[src/rtl/auto_counter_pkg.sv]
// -----------------------------------------------------------------------------
// auto_counter_pkg
// Shared definitions for the auto-counting BCD display block:
//   - bcd_t     : one BCD nibble
//   - GLYPH_0..9: active-low seven-segment glyphs {dp,g,f,e,d,c,b,a}, dp off
//   - SEG_BLANK : all segments off (also used for any non-decimal nibble)
// -----------------------------------------------------------------------------
package auto_counter_pkg;

    typedef logic [3:0] bcd_t;

    localparam logic [7:0] GLYPH_0   = 8'hC0;
    localparam logic [7:0] GLYPH_1   = 8'hF9;
    localparam logic [7:0] GLYPH_2   = 8'hA4;
    localparam logic [7:0] GLYPH_3   = 8'hB0;
    localparam logic [7:0] GLYPH_4   = 8'h99;
    localparam logic [7:0] GLYPH_5   = 8'h92;
    localparam logic [7:0] GLYPH_6   = 8'h82;
    localparam logic [7:0] GLYPH_7   = 8'hF8;
    localparam logic [7:0] GLYPH_8   = 8'h80;
    localparam logic [7:0] GLYPH_9   = 8'h90;
    localparam logic [7:0] SEG_BLANK = 8'hFF;

endpackage

[src/rtl/seg_decoder.sv]
// -----------------------------------------------------------------------------
// seg_decoder
// Combinational BCD nibble to active-low seven-segment glyph.
// Ports:
//   nib   in   4  BCD digit
//   glyph out  8  active-low {dp,g,f,e,d,c,b,a}; dp always off, >9 shows blank
// -----------------------------------------------------------------------------
module seg_decoder
    import auto_counter_pkg::*;
(
    input  bcd_t       nib,
    output logic [7:0] glyph
);

    always_comb begin
        glyph = SEG_BLANK;
        case (nib)
            4'd0:    glyph = GLYPH_0;
            4'd1:    glyph = GLYPH_1;
            4'd2:    glyph = GLYPH_2;
            4'd3:    glyph = GLYPH_3;
            4'd4:    glyph = GLYPH_4;
            4'd5:    glyph = GLYPH_5;
            4'd6:    glyph = GLYPH_6;
            4'd7:    glyph = GLYPH_7;
            4'd8:    glyph = GLYPH_8;
            4'd9:    glyph = GLYPH_9;
            default: glyph = SEG_BLANK;
        endcase
    end

endmodule

[src/rtl/auto_counter_disp.sv]
// -----------------------------------------------------------------------------
// auto_counter_disp
// Free-running BCD up/down counter with a multiplexed seven-segment display.
// A tick divider steps the count every TICK_DIV cycles; a scan divider walks
// the display digit index every SCAN_DIV cycles.
//
// Parameters: DIGITS (1..8), TICK_DIV (>=2), SCAN_DIV (>=1)
// Ports:
//   CLK      in   1         clock, rising edge
//   reset    in   1         synchronous active-high reset
//   en       in   1         count enable
//   up       in   1         1 = increment, 0 = decrement
//   load     in   1         synchronous load of load_val
//   load_val in   4*DIGITS  BCD preset, nibble 0 least significant
//   count    out  4*DIGITS  registered BCD count
//   wrap     out  1         one-cycle pulse when a rollover value appears
//   pos      out  DIGITS    active-low one-hot digit select
//   seg      out  8         active-low segments {dp,g,f,e,d,c,b,a}
//
// Build option: define AUTO_CNT_BLANK_EN to blank leading zero digits
// (digit 0 is never blanked).
// -----------------------------------------------------------------------------
module auto_counter_disp
    import auto_counter_pkg::*;
#(
    parameter int DIGITS   = 4,
    parameter int TICK_DIV = 4194304,
    parameter int SCAN_DIV = 32768
)(
    input  logic                CLK,
    input  logic                reset,
    input  logic                en,
    input  logic                up,
    input  logic                load,
    input  logic [4*DIGITS-1:0] load_val,
    output logic [4*DIGITS-1:0] count,
    output logic                wrap,
    output logic [DIGITS-1:0]   pos,
    output logic [7:0]          seg
);

    localparam int TICK_W = $clog2(TICK_DIV);
    localparam int SCAN_W = (SCAN_DIV > 1) ? $clog2(SCAN_DIV) : 1;
    localparam int IDX_W  = (DIGITS > 1) ? $clog2(DIGITS) : 1;

    localparam logic [TICK_W-1:0] TICK_LAST = TICK_W'(TICK_DIV - 1);
    localparam logic [SCAN_W-1:0] SCAN_LAST = SCAN_W'(SCAN_DIV - 1);
    localparam logic [IDX_W-1:0]  IDX_LAST  = IDX_W'(DIGITS - 1);
    localparam logic [DIGITS-1:0] POS_RST   = ~(DIGITS'(1));

    // Non-decimal nibbles in a preset load as zero so count is always valid BCD.
    function automatic logic [4*DIGITS-1:0] sanitize(input logic [4*DIGITS-1:0] v);
        logic [4*DIGITS-1:0] r;
        r = '0;
        for (int i = 0; i < DIGITS; i++)
            r[i*4 +: 4] = (v[i*4 +: 4] > 4'd9) ? 4'd0 : v[i*4 +: 4];
        return r;
    endfunction

    // Decimal +/-1 with ripple carry/borrow; MSB of the result is the rollover.
    function automatic logic [4*DIGITS:0] bcd_step(input logic [4*DIGITS-1:0] v,
                                                   input logic dir_up);
        logic [4*DIGITS-1:0] r;
        logic                c;
        bcd_t                d;
        r = v;
        c = 1'b1;
        for (int i = 0; i < DIGITS; i++) begin
            d = v[i*4 +: 4];
            if (c) begin
                if (dir_up) begin
                    if (d == 4'd9) r[i*4 +: 4] = 4'd0;
                    else begin
                        r[i*4 +: 4] = d + 4'd1;
                        c = 1'b0;
                    end
                end else begin
                    if (d == 4'd0) r[i*4 +: 4] = 4'd9;
                    else begin
                        r[i*4 +: 4] = d - 4'd1;
                        c = 1'b0;
                    end
                end
            end
        end
        return {c, r};
    endfunction

    logic [TICK_W-1:0]   tick_cnt, tick_nxt;
    logic [SCAN_W-1:0]   scan_cnt, scan_nxt;
    logic [IDX_W-1:0]    idx, idx_nxt;
    logic                tick, scan_tc;
    logic [4*DIGITS-1:0] count_nxt;
    logic                wrap_nxt;
    logic [DIGITS-1:0]   pos_nxt;
    bcd_t                sel_nib;
    logic [7:0]          glyph;
    logic [7:0]          seg_nxt;

    // Next-state for counting; load beats a coincident tick, which is dropped.
    always_comb begin
        tick      = (tick_cnt == TICK_LAST);
        tick_nxt  = tick ? '0 : tick_cnt + 1'b1;
        count_nxt = count;
        wrap_nxt  = 1'b0;
        if (load) begin
            count_nxt = sanitize(load_val);
            tick_nxt  = '0;
        end else if (tick && en) begin
            {wrap_nxt, count_nxt} = bcd_step(count, up);
        end
    end

    // Next-state for scanning.
    always_comb begin
        scan_tc  = (scan_cnt == SCAN_LAST);
        scan_nxt = scan_tc ? '0 : scan_cnt + 1'b1;
        idx_nxt  = idx;
        if (scan_tc)
            idx_nxt = (idx == IDX_LAST) ? '0 : idx + 1'b1;
    end

    // Display values are derived from the next count/index so that the
    // registered pos/seg always agree with the registered count and index.
    always_comb begin
        sel_nib = 4'd0;
        pos_nxt = '1;
        for (int i = 0; i < DIGITS; i++) begin
            if (idx_nxt == IDX_W'(i)) begin
                sel_nib    = count_nxt[i*4 +: 4];
                pos_nxt[i] = 1'b0;
            end
        end
    end

    seg_decoder u_dec (
        .nib   (sel_nib),
        .glyph (glyph)
    );

`ifdef AUTO_CNT_BLANK_EN
    logic blank_sel;
    logic nz_seen;

    // Walk from the top digit down; a digit is blank while every digit at or
    // above it is zero.
    always_comb begin
        nz_seen   = 1'b0;
        blank_sel = 1'b0;
        for (int i = DIGITS - 1; i >= 0; i--) begin
            if (count_nxt[i*4 +: 4] != 4'd0) nz_seen = 1'b1;
            if ((idx_nxt == IDX_W'(i)) && (i != 0) && !nz_seen) blank_sel = 1'b1;
        end
    end

    assign seg_nxt = blank_sel ? SEG_BLANK : glyph;
`else
    assign seg_nxt = glyph;
`endif

    always_ff @(posedge CLK) begin
        if (reset) begin
            tick_cnt <= '0;
            scan_cnt <= '0;
            idx      <= '0;
            count    <= '0;
            wrap     <= 1'b0;
            pos      <= POS_RST;
            seg      <= GLYPH_0;
        end else begin
            tick_cnt <= tick_nxt;
            scan_cnt <= scan_nxt;
            idx      <= idx_nxt;
            count    <= count_nxt;
            wrap     <= wrap_nxt;
            pos      <= pos_nxt;
            seg      <= seg_nxt;
        end
    end

endmodule
[config.mk]
export PLATFORM = sky130hd
export DESIGN_NAME = auto_counter_disp
export DESIGN_NICKNAME = d
export VERILOG_FILES = /design/src/rtl/auto_counter_pkg.sv /design/src/rtl/seg_decoder.sv /design/src/rtl/auto_counter_disp.sv
export SDC_FILE = /design/constraint.sdc
export NUM_CORES = 1
export LEC_CHECK = 0
export ABC_AREA = 0
export CAP_MARGIN = 30
export CELL_PAD_IN_SITES_DETAIL_PLACEMENT = 1
export CELL_PAD_IN_SITES_GLOBAL_PLACEMENT = 1
export CORE_UTILIZATION = 41
export CTS_BUF_LIST = sky130_fd_sc_hd__clkbuf_16
export DETAILED_ROUTE_END_ITERATION = 8
export GPL_TIMING_DRIVEN = 0
export PLACE_DENSITY_LB_ADDON = 0.1
export SYNTH_ARGS = -nofsm -noshare
export SYNTH_HDL_FRONTEND = slang
export SYNTH_SLANG_ARGS = --single-unit
[constraint.sdc]
create_clock -name CLK -period 5.1 [get_ports CLK]
set_input_delay 1.275 -clock CLK [delete_from_list [all_inputs] [get_ports CLK]]
set_output_delay 1.275 -clock CLK [all_outputs]
set_load 0.005 [all_outputs]
==> impl_metrics.json <==
{
  "crit_type": "in2reg",
  "synth_edf_count": 0,
  "yosys_warnings": 0,
  "syn_area_sq_um": 3880,
  "pre_cts_ws_ns": -0.1671,
  "synth_top_area_cell": "dfxtp_1",
  "critPathBufInv": 5,
  "cts_resized": 0,
  "initial_core_util_pct": 42.19,
  "dp_hpwl_mm": 8.519,
  "hold_violations": 0,
  "wirelength_mm": 11.78,
  "first_iter_violations": 125,
  "synth_top_family_by_area": "simple AND/OR/NAND/NOR gates",
  "fin_ws_ns": 0.2963,
  "port_buffers": 46,
  "grt_overflow_total": 0,
  "drv_cap": 0,
  "synth_cell_types": 59,
  "clkTransAtPathRegs_ns": 0.06,
  "io_pins": 50,
  "worstPathCellList": "clkbuf_1 -> clkbuf_1 -> clkbuf_2 -> buf_1 -> o221ai_1 -> a22oi_1 -> a21oi_1 -> o22ai_1 -> mux4_2 -> inv_1 -> ha_1 -> mux2_2 -> a211oi_1",
  "post_cts_buffers": 0,
  "rows": 35,
  "finalClockSkew_ns": 0.01058,
  "synth-adder-area-share_pct": 2.580,
  "slew_viol_final": 0,
  "num_vias": 3775,
  "ant_nets": 0,
  "p_per_area_nw_per_um2": 286.8,
  "path_delay_family": "buffers and inverters",
  "clock-sinks": 67,
  "crit_slowest_cell": "clkbuf_1",
  "required_ns": 5.35,
  "viasPerCell": 5.728,
  "synth_top_area_share_pct": 34.57,
  "wl_per_cell_microns": 17.87,
  "die_h_microns": 99.28,
  "grtUsageTotal_pct": 25.05,
  "grt_max_degree": 15,
  "avgSynthCellArea_sq_um": 7.983,
  "ys_ff_latch": 67,
  "first_pass_iters": 4,
  "max_stage_delay_ns": 0.55,
  "synth.area.top_cells": "dfxtp_1 35%, nor2_1 6.5%, xnor2_1 4.5%",
  "synth_compound_area_share_pct": 14.54,
  "end_kind": "flop",
  "drcViolationCount": 0,
  "grt_first_pass_wirelength_mm": 19.53,
  "synth_fp_nets": 515,
  "numCtsBuffers": 9,
  "dpl_cell_area_sq_um": 4479,
  "nets": 572,
  "ir_worst_vdd_uv": 168.4,
  "setup_viol": 0,
  "syn_inst": 486,
  "ctsHtreeMaxLevel": 3,
  "min_path_type": "reg2reg",
  "synth-simple-area-share_pct": 31.15,
  "grt_pass1_vias": 3866,
  "hold-worst-slack_ns": 0.4662,
  "core_region_area_sq_um": 9196,
  "leakagePower_nw": 1.673,
  "cp.arrival_ns": 5.05,
  "final_area_sq_um": 4791,
  "min_period_ns": 4.804,
  "worst_pin_slew_ns": 0.9010,
  "ys.flop_type": "dfxtp_1",
  "die_x_microns": 99.28,
  "fmax_mhz": 208.2,
  "die_area_sq_um": 9857,
  "ys_async_sr_fraction_pct": 0,
  "p_total_mw": 1.374,
  "synth_common_cells": "67 x dfxtp_1, 67 x nor2_1, 36 x nand2_1",
  "rsz0062_at_grt": "false",
  "path_max_fanout": 10,
  "crit_top_cell": "clkbuf_1",
  "root_buffer": "clkbuf_16",
  "cts_hold_buf": 0,
  "layout_worst_path_cycle_share_pct": 94.19,
  "synth_xor_xnor_area_share_pct": 9.029,
  "ys_seq_area_share_pct": 34.57,
  "clockBufferDepth": 2,
  "clkLatencyLatePin_ns": 0.34,
  "synthMuxAreaShare_pct": 3.064,
  "area_growth_pct": 23.48,
  "cts_tree": "yes",
  "relSlewSlack_pct": 38.21,
  "status": "finished, final reports clean",
  "antenna_found_initial": 0,
  "fin_util_pct": 52.10,
  "cp-start-kind": "primary input",
  "final_layout_size_suffix_gt1_share_pct": 6.569,
  "globalplace.congestion": 0.8407,
  "insertedDiodeCount": 0
}
[registers in the layout, summed over array words and instances (netlist names)]
| signal | cells |
|---|---|
| tick_cnt | 22 |
| idx | 2 |
| pos | 4 |
| scan_cnt | 15 |
| seg | 7 |
| count | 16 |
| wrap | 1 |
[metrics by stage]
step / std cells / TNS [ns]
floorplan: 486 / 0
global placement: 643 / -0.2405
detailed placement: 643 / -0.5352
CTS: 659 / 0
global route: 659 / 0
finish: 659 / 0
[metal layers]
metal | wire length [microns] | up-vias | track usage [%] | part of all wire, %
met5 | 0 | - | 0 | 0
met4 | 227 | 0 | 9.615 | 1.9
met3 | 457 | 20 | 3.092 | 3.9
met2 | 5823 | 86 | 43.22 | 49
met1 | 5270 | 1825 | 31.92 | 45
li1 | - | 1844 | - | -
[report_power, final]
| part | total, mW | internal (mW) | switching, mW | leakage [nW] |
|---|---|---|---|---|
| sequential | 0.547 | 0.537 | 0.0101 | 0.544 |
| combinational | 0.171 | 0.0768 | 0.0947 | 0.980 |
| clock | 0.656 | 0.388 | 0.268 | 0.149 |
| total | 1.37 | 1.00 | 0.372 | 1.67 |
[kinds of logic (layout without fill, tap and decap cells)]
kind of cell	count (synthesis)	in the layout
other	1	1
AOI/OAI and AO/OA	87	87
DFF	67	67
muxes	9	9
and+or+nand+nor	227	227
xor gates and xnor gates	40	40
buffers and inverters	47	109
adders and majority gates	8	8
[layout by cell type (no fill, tap or decap), types with 8 or more instances in the layout]
cell / count
xnor2_1: 20
and3_1: 11
clkbuf_1: 21
nand3_1: 20
xor2_1: 20
nor2_1: 67
inv_1: 16
nor3_1: 13
a31oi_1: 8
a21oi_1: 18
nand2_1: 36
dfxtp_1: 67
o21ai_0: 15
ha_1: 8
nand4_1: 13
or3_1: 8
clkdlybuf4s50_1: 46
clkbuf_16: 9
and2_1: 14
[worst paths after layout]
check | startpoint | to | slack (ns) | depth (start not counted)
worst min register to register | scan_cnt[0] | scan_cnt[0] | 0.47 | 1
worst max-delay path | up | seg[5] | 0.30 | 13
worst max register to register | scan_cnt[0] | seg[4] | 0.90 | 11
worst min-delay path | scan_cnt[0] | scan_cnt[0] | 0.47 | 1
[area by class of cell]
| class | count | area [sq um] |
|---|---|---|
| buffer | 31 | 135.1 |
| tap | 111 | 138.9 |
| timing repair buffer | 46 | 460.4 |
| multi-input combinational | 372 | 2346 |
| inverter | 16 | 60.06 |
| fill | 1141 | 4405 |
| clock inverter | 7 | 83.83 |
| sequential | 67 | 1341 |
| clock buffer | 9 | 225.2 |
Note: power is estimated with default switching activity, not from simulation.
